==> src/rtl/smart_house_pkg.sv <==
// smart_house_pkg -- shared definitions for the smart-house serial blocks.
//   SH_WORD_W      : default data word width
//   rx_state_t     : serial receiver FSM state encoding, with named constants
//   even_parity_ok : even-parity check over a data word plus its parity bit
package smart_house_pkg;

  localparam int SH_WORD_W = 8;

  typedef logic [1:0] rx_state_t;

  localparam rx_state_t ST_IDLE   = 2'd0;
  localparam rx_state_t ST_DATA   = 2'd1;
  localparam rx_state_t ST_PARITY = 2'd2;
  localparam rx_state_t ST_STOP   = 2'd3;

  // The data is zero-extended to 16 bits by the caller; extra zeros do not change the XOR.
  function automatic logic even_parity_ok(input logic [15:0] data, input logic pbit);
    return ~(^{data, pbit});
  endfunction

endpackage

==> src/rtl/dflop.sv <==
// DFlop -- single D flip-flop cell with enable and parallel-load select.
//   clk, arst_n : clock, asynchronous active-low reset (clears q)
//   en          : capture enable; q holds when low
//   eload       : 1 selects ld, 0 selects din
//   din, ld     : serial and parallel data inputs
//   q           : registered output
module DFlop (
  input  logic clk,
  input  logic arst_n,
  input  logic en,
  input  logic eload,
  input  logic din,
  input  logic ld,
  output logic q
);

  // Storage flop: capture din or ld when enabled.
  always_ff @(posedge clk or negedge arst_n) begin
    if (!arst_n) begin
      q <= 1'b0;
    end else if (en) begin
      q <= eload ? ld : din;
    end
  end

endmodule

==> src/rtl/sipo_shift.sv <==
// sipo_shift -- serial-in parallel-out shift register built from DFlop cells.
//   clk, arst_n : clock, asynchronous active-low reset (clears all bits)
//   shift_en    : shift one position toward the LSB, sin entering at the MSB
//   sin         : serial data input
//   q           : parallel contents; after WIDTH shifts the first bit is in q[0]
module sipo_shift #(
  parameter int WIDTH = 8
) (
  input  logic             clk,
  input  logic             arst_n,
  input  logic             shift_en,
  input  logic             sin,
  output logic [WIDTH-1:0] q
);

  // chain_s[WIDTH] is the serial input; chain_s[i] is the output of cell i.
  logic [WIDTH:0] chain_s;

  assign chain_s[WIDTH] = sin;
  assign q              = chain_s[WIDTH-1:0];

  for (genvar i = 0; i < WIDTH; i++) begin : g_cell
    DFlop u_cell (
      .clk    (clk),
      .arst_n (arst_n),
      .en     (shift_en),
      .eload  (1'b0),
      .din    (chain_s[i+1]),
      .ld     (1'b0),
      .q      (chain_s[i])
    );
  end

endmodule

==> src/rtl/serial_word_rx.sv <==
// serial_word_rx -- start/data/[parity]/stop serial word receiver with a
// one-word valid/ready output holding register.
//   clk, arst_n : clock, asynchronous active-low reset
//   bit_tick    : one-cycle strobe at each serial bit sample point
//   sin         : serial line (idle high, already synchronised)
//   dout/dvalid : received word and its valid flag; dready consumes it
//   busy        : FSM not in IDLE
//   frame_err   : one-cycle pulse, bad stop bit
//   parity_err  : one-cycle pulse, parity mismatch (0 without parity)
//   overrun     : one-cycle pulse, completed word dropped because dout was full
// Build option: define SERIAL_RX_PARITY_EN to add an even-parity bit after the data.
module serial_word_rx
  import smart_house_pkg::*;
#(
  parameter int WIDTH = SH_WORD_W
) (
  input  logic             clk,
  input  logic             arst_n,
  input  logic             bit_tick,
  input  logic             sin,
  output logic [WIDTH-1:0] dout,
  output logic             dvalid,
  input  logic             dready,
  output logic             busy,
  output logic             frame_err,
  output logic             parity_err,
  output logic             overrun
);

  localparam logic [4:0] LAST_CNT = 5'(WIDTH - 1);
`ifdef SERIAL_RX_PARITY_EN
  localparam rx_state_t ST_AFTER_DATA = ST_PARITY;
`else
  localparam rx_state_t ST_AFTER_DATA = ST_STOP;
`endif

  rx_state_t        state_r, next_state_s;
  logic [4:0]       cnt_r;
  logic [WIDTH-1:0] shift_q_s;
  logic             shift_en_s;
  logic             complete_s;
  logic             stop_bad_s;
  logic             parity_ok_s;
  logic [WIDTH-1:0] dout_r;
  logic             dvalid_r;
  logic             busy_r;
  logic             frame_err_r;
  logic             overrun_r;

  sipo_shift #(.WIDTH(WIDTH)) u_shift (
    .clk      (clk),
    .arst_n   (arst_n),
    .shift_en (shift_en_s),
    .sin      (sin),
    .q        (shift_q_s)
  );

`ifdef SERIAL_RX_PARITY_EN
  logic par_bit_r;
  logic par_bad_s;
  logic parity_err_r;

  // The word is complete in the shift register by the time the parity bit is checked in STOP.
  assign parity_ok_s = even_parity_ok(16'(shift_q_s), par_bit_r);
`else
  assign parity_ok_s = 1'b1;
`endif

  // Next-state and per-tick event decode; nothing happens without bit_tick.
  always_comb begin
    next_state_s = state_r;
    shift_en_s   = 1'b0;
    complete_s   = 1'b0;
    stop_bad_s   = 1'b0;
`ifdef SERIAL_RX_PARITY_EN
    par_bad_s    = 1'b0;
`endif
    if (bit_tick) begin
      case (state_r)
        ST_IDLE: begin
          if (!sin) begin
            next_state_s = ST_DATA;
          end else begin
            next_state_s = ST_IDLE;
          end
        end
        ST_DATA: begin
          shift_en_s = 1'b1;
          if (cnt_r == LAST_CNT) begin
            next_state_s = ST_AFTER_DATA;
          end else begin
            next_state_s = ST_DATA;
          end
        end
        ST_PARITY: begin
`ifdef SERIAL_RX_PARITY_EN
          next_state_s = ST_STOP;
`else
          next_state_s = ST_IDLE;
`endif
        end
        ST_STOP: begin
          next_state_s = ST_IDLE;
          stop_bad_s   = ~sin;
          complete_s   = sin & parity_ok_s;
`ifdef SERIAL_RX_PARITY_EN
          par_bad_s    = ~parity_ok_s;
`endif
        end
        default: begin
          next_state_s = ST_IDLE;
        end
      endcase
    end else begin
      next_state_s = state_r;
    end
  end

  // FSM state, bit counter and busy flag.
  always_ff @(posedge clk or negedge arst_n) begin
    if (!arst_n) begin
      state_r <= ST_IDLE;
      cnt_r   <= 5'd0;
      busy_r  <= 1'b0;
    end else begin
      state_r <= next_state_s;
      busy_r  <= (next_state_s != ST_IDLE);
      if (bit_tick && (state_r == ST_IDLE) && !sin) begin
        cnt_r <= 5'd0;
      end else if (shift_en_s) begin
        cnt_r <= cnt_r + 5'd1;
      end
    end
  end

`ifdef SERIAL_RX_PARITY_EN
  // Parity bit capture and parity error pulse.
  always_ff @(posedge clk or negedge arst_n) begin
    if (!arst_n) begin
      par_bit_r    <= 1'b0;
      parity_err_r <= 1'b0;
    end else begin
      parity_err_r <= par_bad_s;
      if (bit_tick && (state_r == ST_PARITY)) begin
        par_bit_r <= sin;
      end
    end
  end

  assign parity_err = parity_err_r;
`else
  assign parity_err = 1'b0;
`endif

  // Output holding register: a completion may load in the same cycle the old word is consumed.
  always_ff @(posedge clk or negedge arst_n) begin
    if (!arst_n) begin
      dout_r      <= '0;
      dvalid_r    <= 1'b0;
      frame_err_r <= 1'b0;
      overrun_r   <= 1'b0;
    end else begin
      frame_err_r <= stop_bad_s;
      overrun_r   <= complete_s & dvalid_r & ~dready;
      if (complete_s && (!dvalid_r || dready)) begin
        dout_r   <= shift_q_s;
        dvalid_r <= 1'b1;
      end else if (dvalid_r && dready) begin
        dvalid_r <= 1'b0;
      end
    end
  end

  assign dout      = dout_r;
  assign dvalid    = dvalid_r;
  assign busy      = busy_r;
  assign frame_err = frame_err_r;
  assign overrun   = overrun_r;

endmodule
==> config.mk <==
export PLATFORM = sky130hd
export DESIGN_NAME = serial_word_rx
export DESIGN_NICKNAME = d
export VERILOG_FILES = /design/src/rtl/smart_house_pkg.sv /design/src/rtl/dflop.sv /design/src/rtl/sipo_shift.sv /design/src/rtl/serial_word_rx.sv
export SDC_FILE = /design/constraint.sdc
export NUM_CORES = 1
export LEC_CHECK = 0
export ABC_CLOCK_PERIOD_IN_PS = 3400
export CAP_MARGIN = 30
export CORE_ASPECT_RATIO = 0.6
export CORE_MARGIN = 2
export CORE_UTILIZATION = 50
export CTS_BUF_LIST = sky130_fd_sc_hd__clkbuf_8
export DETAILED_ROUTE_END_ITERATION = 8
export PLACE_DENSITY = 0.74
export SLEW_MARGIN = 25
export SYNTH_ARGS = -nofsm -noshare
export SYNTH_HDL_FRONTEND = slang
export SYNTH_HIERARCHICAL = 1
export SYNTH_SLANG_ARGS = --single-unit
==> constraint.sdc <==
create_clock -name clk -period 3.4 [get_ports clk]
set_clock_uncertainty 0.1 [all_clocks]
set_input_delay 0.51 -clock clk [delete_from_list [all_inputs] [get_ports clk]]
set_output_delay 0.51 -clock clk [all_outputs]
set_load 0.02 [all_outputs]
* Word-level counts from Yosys, hierarchy flattened
Cells that the tools add are included.
** Word-level totals
- Logic and storage cells :: 50
- Output and inout bits :: 13
- Input port bits :: 5
- Register bits after elaboration :: 27
** Operators by class
- Eq/ne operators :: 4
- Multiplexer cells :: 14
- Bitwise logic cells :: 4
- Add/subtract/negate cells :: 1
- Reductions and logical operators :: 12
** Operators with widths (count)
- 5-bit two-way mux :: 2
- 1-bit two-way mux :: 9
- 2-bit case mux with 3 select lines :: 1
- 2-bit nonzero test :: 3
- 5-bit by 1-bit adder with 5-bit output (second input constant) :: 1
- 5-bit by 3-bit equality test with 1-bit output (second input constant) :: 1
- 2-bit equality test (second input constant) :: 2
- 1-bit logical AND :: 4
- 2-bit two-way mux :: 2
- 1-bit bitwise AND :: 2
- 2-bit by 1-bit equality test with 1-bit output (second input constant) :: 1
- 1-bit zero test :: 2
- 2-bit zero test :: 1
- 1-bit NOT :: 2
- 2-bit OR reduction :: 1
- 1-bit logical OR :: 1

* Logic depth before layout (Yosys ltp)
- Depth in word-level cells :: 5
- Gate-level depth with buffers :: 5

* By module
The synthesis kept the hierarchy.
** By module, submodules not included
- serial_word_rx :: cells each 63, sequential area each 475.5 um2, instances 1, area an instance 849.6 um2
- DFlop :: cells each 4, sequential area each 25.0 um2, instances 8, area an instance 43.8 um2
- sipo_shift :: cells each 1, sequential area each 0.0 um2, instances 1, area an instance 3.8 um2

* Worst setup path before layout
Ideal clock, no wire load.
- Kind :: input port to flip-flop
- Start :: in bit_tick
- End :: reg dout_r[0], in the netlist dout[0]
- Buffers on the path :: 2
- Stages on the path :: 5
- Library setup time :: 125 ps
- Required time :: 3175 ps
- Slack :: 1789 ps
- Data arrival time :: 1386 ps
- Path through :: buf_2 -> nand4_2 -> nor2b_2 -> buf_6 -> mux2_4
** Between the ends
- Cells in the longest elaborated chain, start to end :: 2
** RTL lines
- start: declaration :: line serial_word_rx.sv:19 : input logic bit_tick,
- 1-bit two-way mux :: line serial_word_rx.sv:78 : if (bit_tick) begin
- 1-bit logical AND :: line serial_word_rx.sv:165 : if (complete_s && (!dvalid_r || dready)) begin
- end signal: assignment :: line serial_word_rx.sv:166 : dout_r <= shift_q_s;
- end: declaration :: line serial_word_rx.sv:44 : logic [WIDTH-1:0] dout_r;
Every way passes these cells.
A chain may end at the register's enable or synchronous reset.

* Worst setup path in the final report
- Start :: in bit_tick
- End :: reg dout_r[6], in the netlist dout[6]
Same word-level chain as after synthesis.

==> metrics.yaml <==
status: "complete, no violations"
slowest_delay_ps: 660
finalCriticalPeriod_ps: 2140
htreeDepth: 1
cp_slowest_cell: "clkdlybuf4s50_1"
path_class: "in -> reg"
multi_input_area_um2: 553
p_clk_share_pct: 15.3
vias_per_cell: 4.73
cts_resized: 0
clk_path_buf_depth: 2
cellLeakagePower_nw: 0.681
hold_class: "reg -> reg"
hold_viol: 0
whs_path_depth: 1
synth_xor_area_share_pct: 1.46
dp_cells: 155
synth_sequential_area_ratio_pct: 56.1
grt_max_degree: 28
overflow: 0
postCtsSetupBuffers: 0
die_w_um: 67.3
dr.pass1.iters: 4
cp.depth: 4
intPower_mw: 0.770
ys_warn_count: 6
cp_num_buf_inv: 1
rsz0062_at_grt: "false"
synth.area.top_cells: "dfrtp_1 56%, mux2_4 10%, mux2i_1 7.5%"
io_pins: 18
synthAdderAreaFrac_pct: 1.04
powerDensity_nw_per_um2: 794
critPathTopFamily: "simple AND/OR/NAND/NOR gates"
n_antenna_cell: 0
finalCritPeriodShare_pct: 62.9
die_area_um2: 2830
critPathArrivalTime_ps: 2190
drv_slew: 0
synth_top_area_share_pct: 56.1
cts_tree: "done"
gp_congestion: 0.768
register_area_um2: 676
yosys.area_share.simple_pct: 13.3
drt-initial-drc-count: 46
cp_data_required_time_ps: 3460
clk_pin_slew_ps: 100
setup_violations: 0
grt_pass1_vias: 719
die_height_um: 42.0
clock-root-buffer: "clkbuf_8"
ys_ff_latch: 27
crit_chain: "clkdlybuf4s50_1 > nand4_2 > nor2b_2 > mux2_4"
nets: 136
drv_cap: 0
synthCells: 96
clock_sinks: 27
grt_pass1_wl_um: 3450
max_slew_margin_pct: 47.3
coreArea_um2: 2230
insertion_delay_ps: 270
synth_top_family_by_area: "multiplexers"
path_max_fanout: 9
crit_path_start_kind: "input pin"
cp-end-kind: "flop"
post_drt_wl_per_cell_um: 12.1
drive_gt1_share_pct: 13.2
synth.avg_cell_area_um2: 12.5
area_growth_pct: 23.8
portBuffers: 16
combPwrFrac_pct: 37.3
fill_cells: 163
cts-hold-fix-buffers: 0
cts_buffers: 3
p_switching_mw: 0.413
mostFrequentLayoutCells: "27 x dfrtp_1, 17 x conb_1, 16 x clkdlybuf4s50_1"
max-vdd-ir-drop_mv: 0.471
drc: 0
r2r_cells: 3
swShare_pct: 34.9
start_util_pct: 54.0
via_count: 752
final_common_cell: "dfrtp_1"
setup_tns_ps: 0
num_rows: 13
synth_compound_area_share_pct: 7.38
fin_cells: 159
synthDistinctLibCells: 27
synthMuxAreaShare_pct: 17.5
syn-cell-area_um2: 1200
dp_hpwl_um: 1430
synth_top_area_cell: "dfrtp_1"
fmax_mhz: 468
tightest_slew_ps: 780
antenna_found_initial: 0
grt.total_usage_pct: 16.6
p_seq_share_pct: 47.4
routed_wirelength_um: 1920
final_antenna_net_count: 0
cell type report:
class / count / area share [%]
tap: 30 / 2.52
sequential: 27 / 45.3
multi-input combinational: 79 / 37.1
clock buffer: 3 / 2.77
inverter: 2 / 0.504
timing repair buffer: 17 / 11.3
clock inverter: 1 / 0.504
sequential cells by signal (all words and copies together), names as in the netlist:
name and cells:
overrun 1, frame_err 1, state_r 2, u_shift/g_cell.u_cell/q 8, dvalid 1, dout 8, busy 1, cnt_r 5
worst reg2reg max path, cell delays in order, from the launching register on:
cell and delay [ps]:
dfrtp_1 500, nand4_2 180, nor2b_2 500, mux2_4 340
stage by stage:
stage | total power [mW] | util (%) | setup slack [ps] | hold slack (ps) | instance area [µm²]
2_1_floorplan | 0.842 | - | 1790 | 114 | 1260
3_3_place_gp | 0.998 | 64.7 | 1020 | 376 | 1440
3_5_place_dp | 1.01 | 64.7 | 950 | 386 | 1440
4_1_cts | 1.20 | 66.9 | 1250 | 393 | 1490
5_1_grt | 1.28 | 66.9 | 1160 | 410 | 1490
6_report | 1.18 | 66.9 | 1260 | 390 | 1490
power by group through the flow:
stage / clock (mW) / combinational, mW / sequential (mW)
6_report: 0.181 / 0.442 / 0.560
5_1_grt: 0.202 / 0.492 / 0.585
4_1_cts: 0.187 / 0.448 / 0.563
3_5_place_dp: 0 / 0.446 / 0.569
3_3_place_gp: 0 / 0.435 / 0.562
2_1_floorplan: 0 / 0.239 / 0.603
path summary, 6_finish.rpt:
path                       slack [ps]                 start                                endpoint
setup / recovery                 1260              bit_tick                     dout[6]$_DFFE_PN0P_
hold / removal                    390  cnt_r[4]$_DFFE_PN0P_                    state_r[1]$_DFF_PN0_
setup reg to reg                 1660  state_r[0]$_DFF_PN0_                     dout[6]$_DFFE_PN0P_
hold reg to reg                   390  cnt_r[4]$_DFFE_PN0P_                    state_r[1]$_DFF_PN0_
max in group asynchronous        2450                arst_n  u_shift/g_cell[5].u_cell/q$_DFFE_PN0P_
min in group asynchronous         490                arst_n                    state_r[0]$_DFF_PN0_
synthesized netlist by cell type, drive strengths merged:
cell type / number
dfrtp: 27
nor2: 12
a21oi: 11
mux2i: 9
mux2: 8
buf: 3
conb: 2
inv: 2
nand2: 2
nand2b: 2
nand3: 2
o21ai: 2
xor2: 2
and4: 1
ha: 1
nand3b: 1
nand4: 1
nand4b: 1
nor2b: 1
nor4b: 1
o211ai: 1
o31ai: 1
o41ai: 1
or3: 1
or4b: 1
metal layers:
metal  GRT usage (%)  share of wire, %
met3            6.45               5.3
met2            23.8                45
met1            23.5                50
met4            4.49                 0
met5               0                 0
cells by family after synthesis:
family,after synthesis
multiplexers,17
other,2
adder cells (fa/ha/maj),1
flip-flops,27
AND/OR/NAND/NOR,26
XOR/XNOR,2
buffers and inverters,5
AO/OA/AOI/OAI,16
Power figures use the tool's default switching activity.
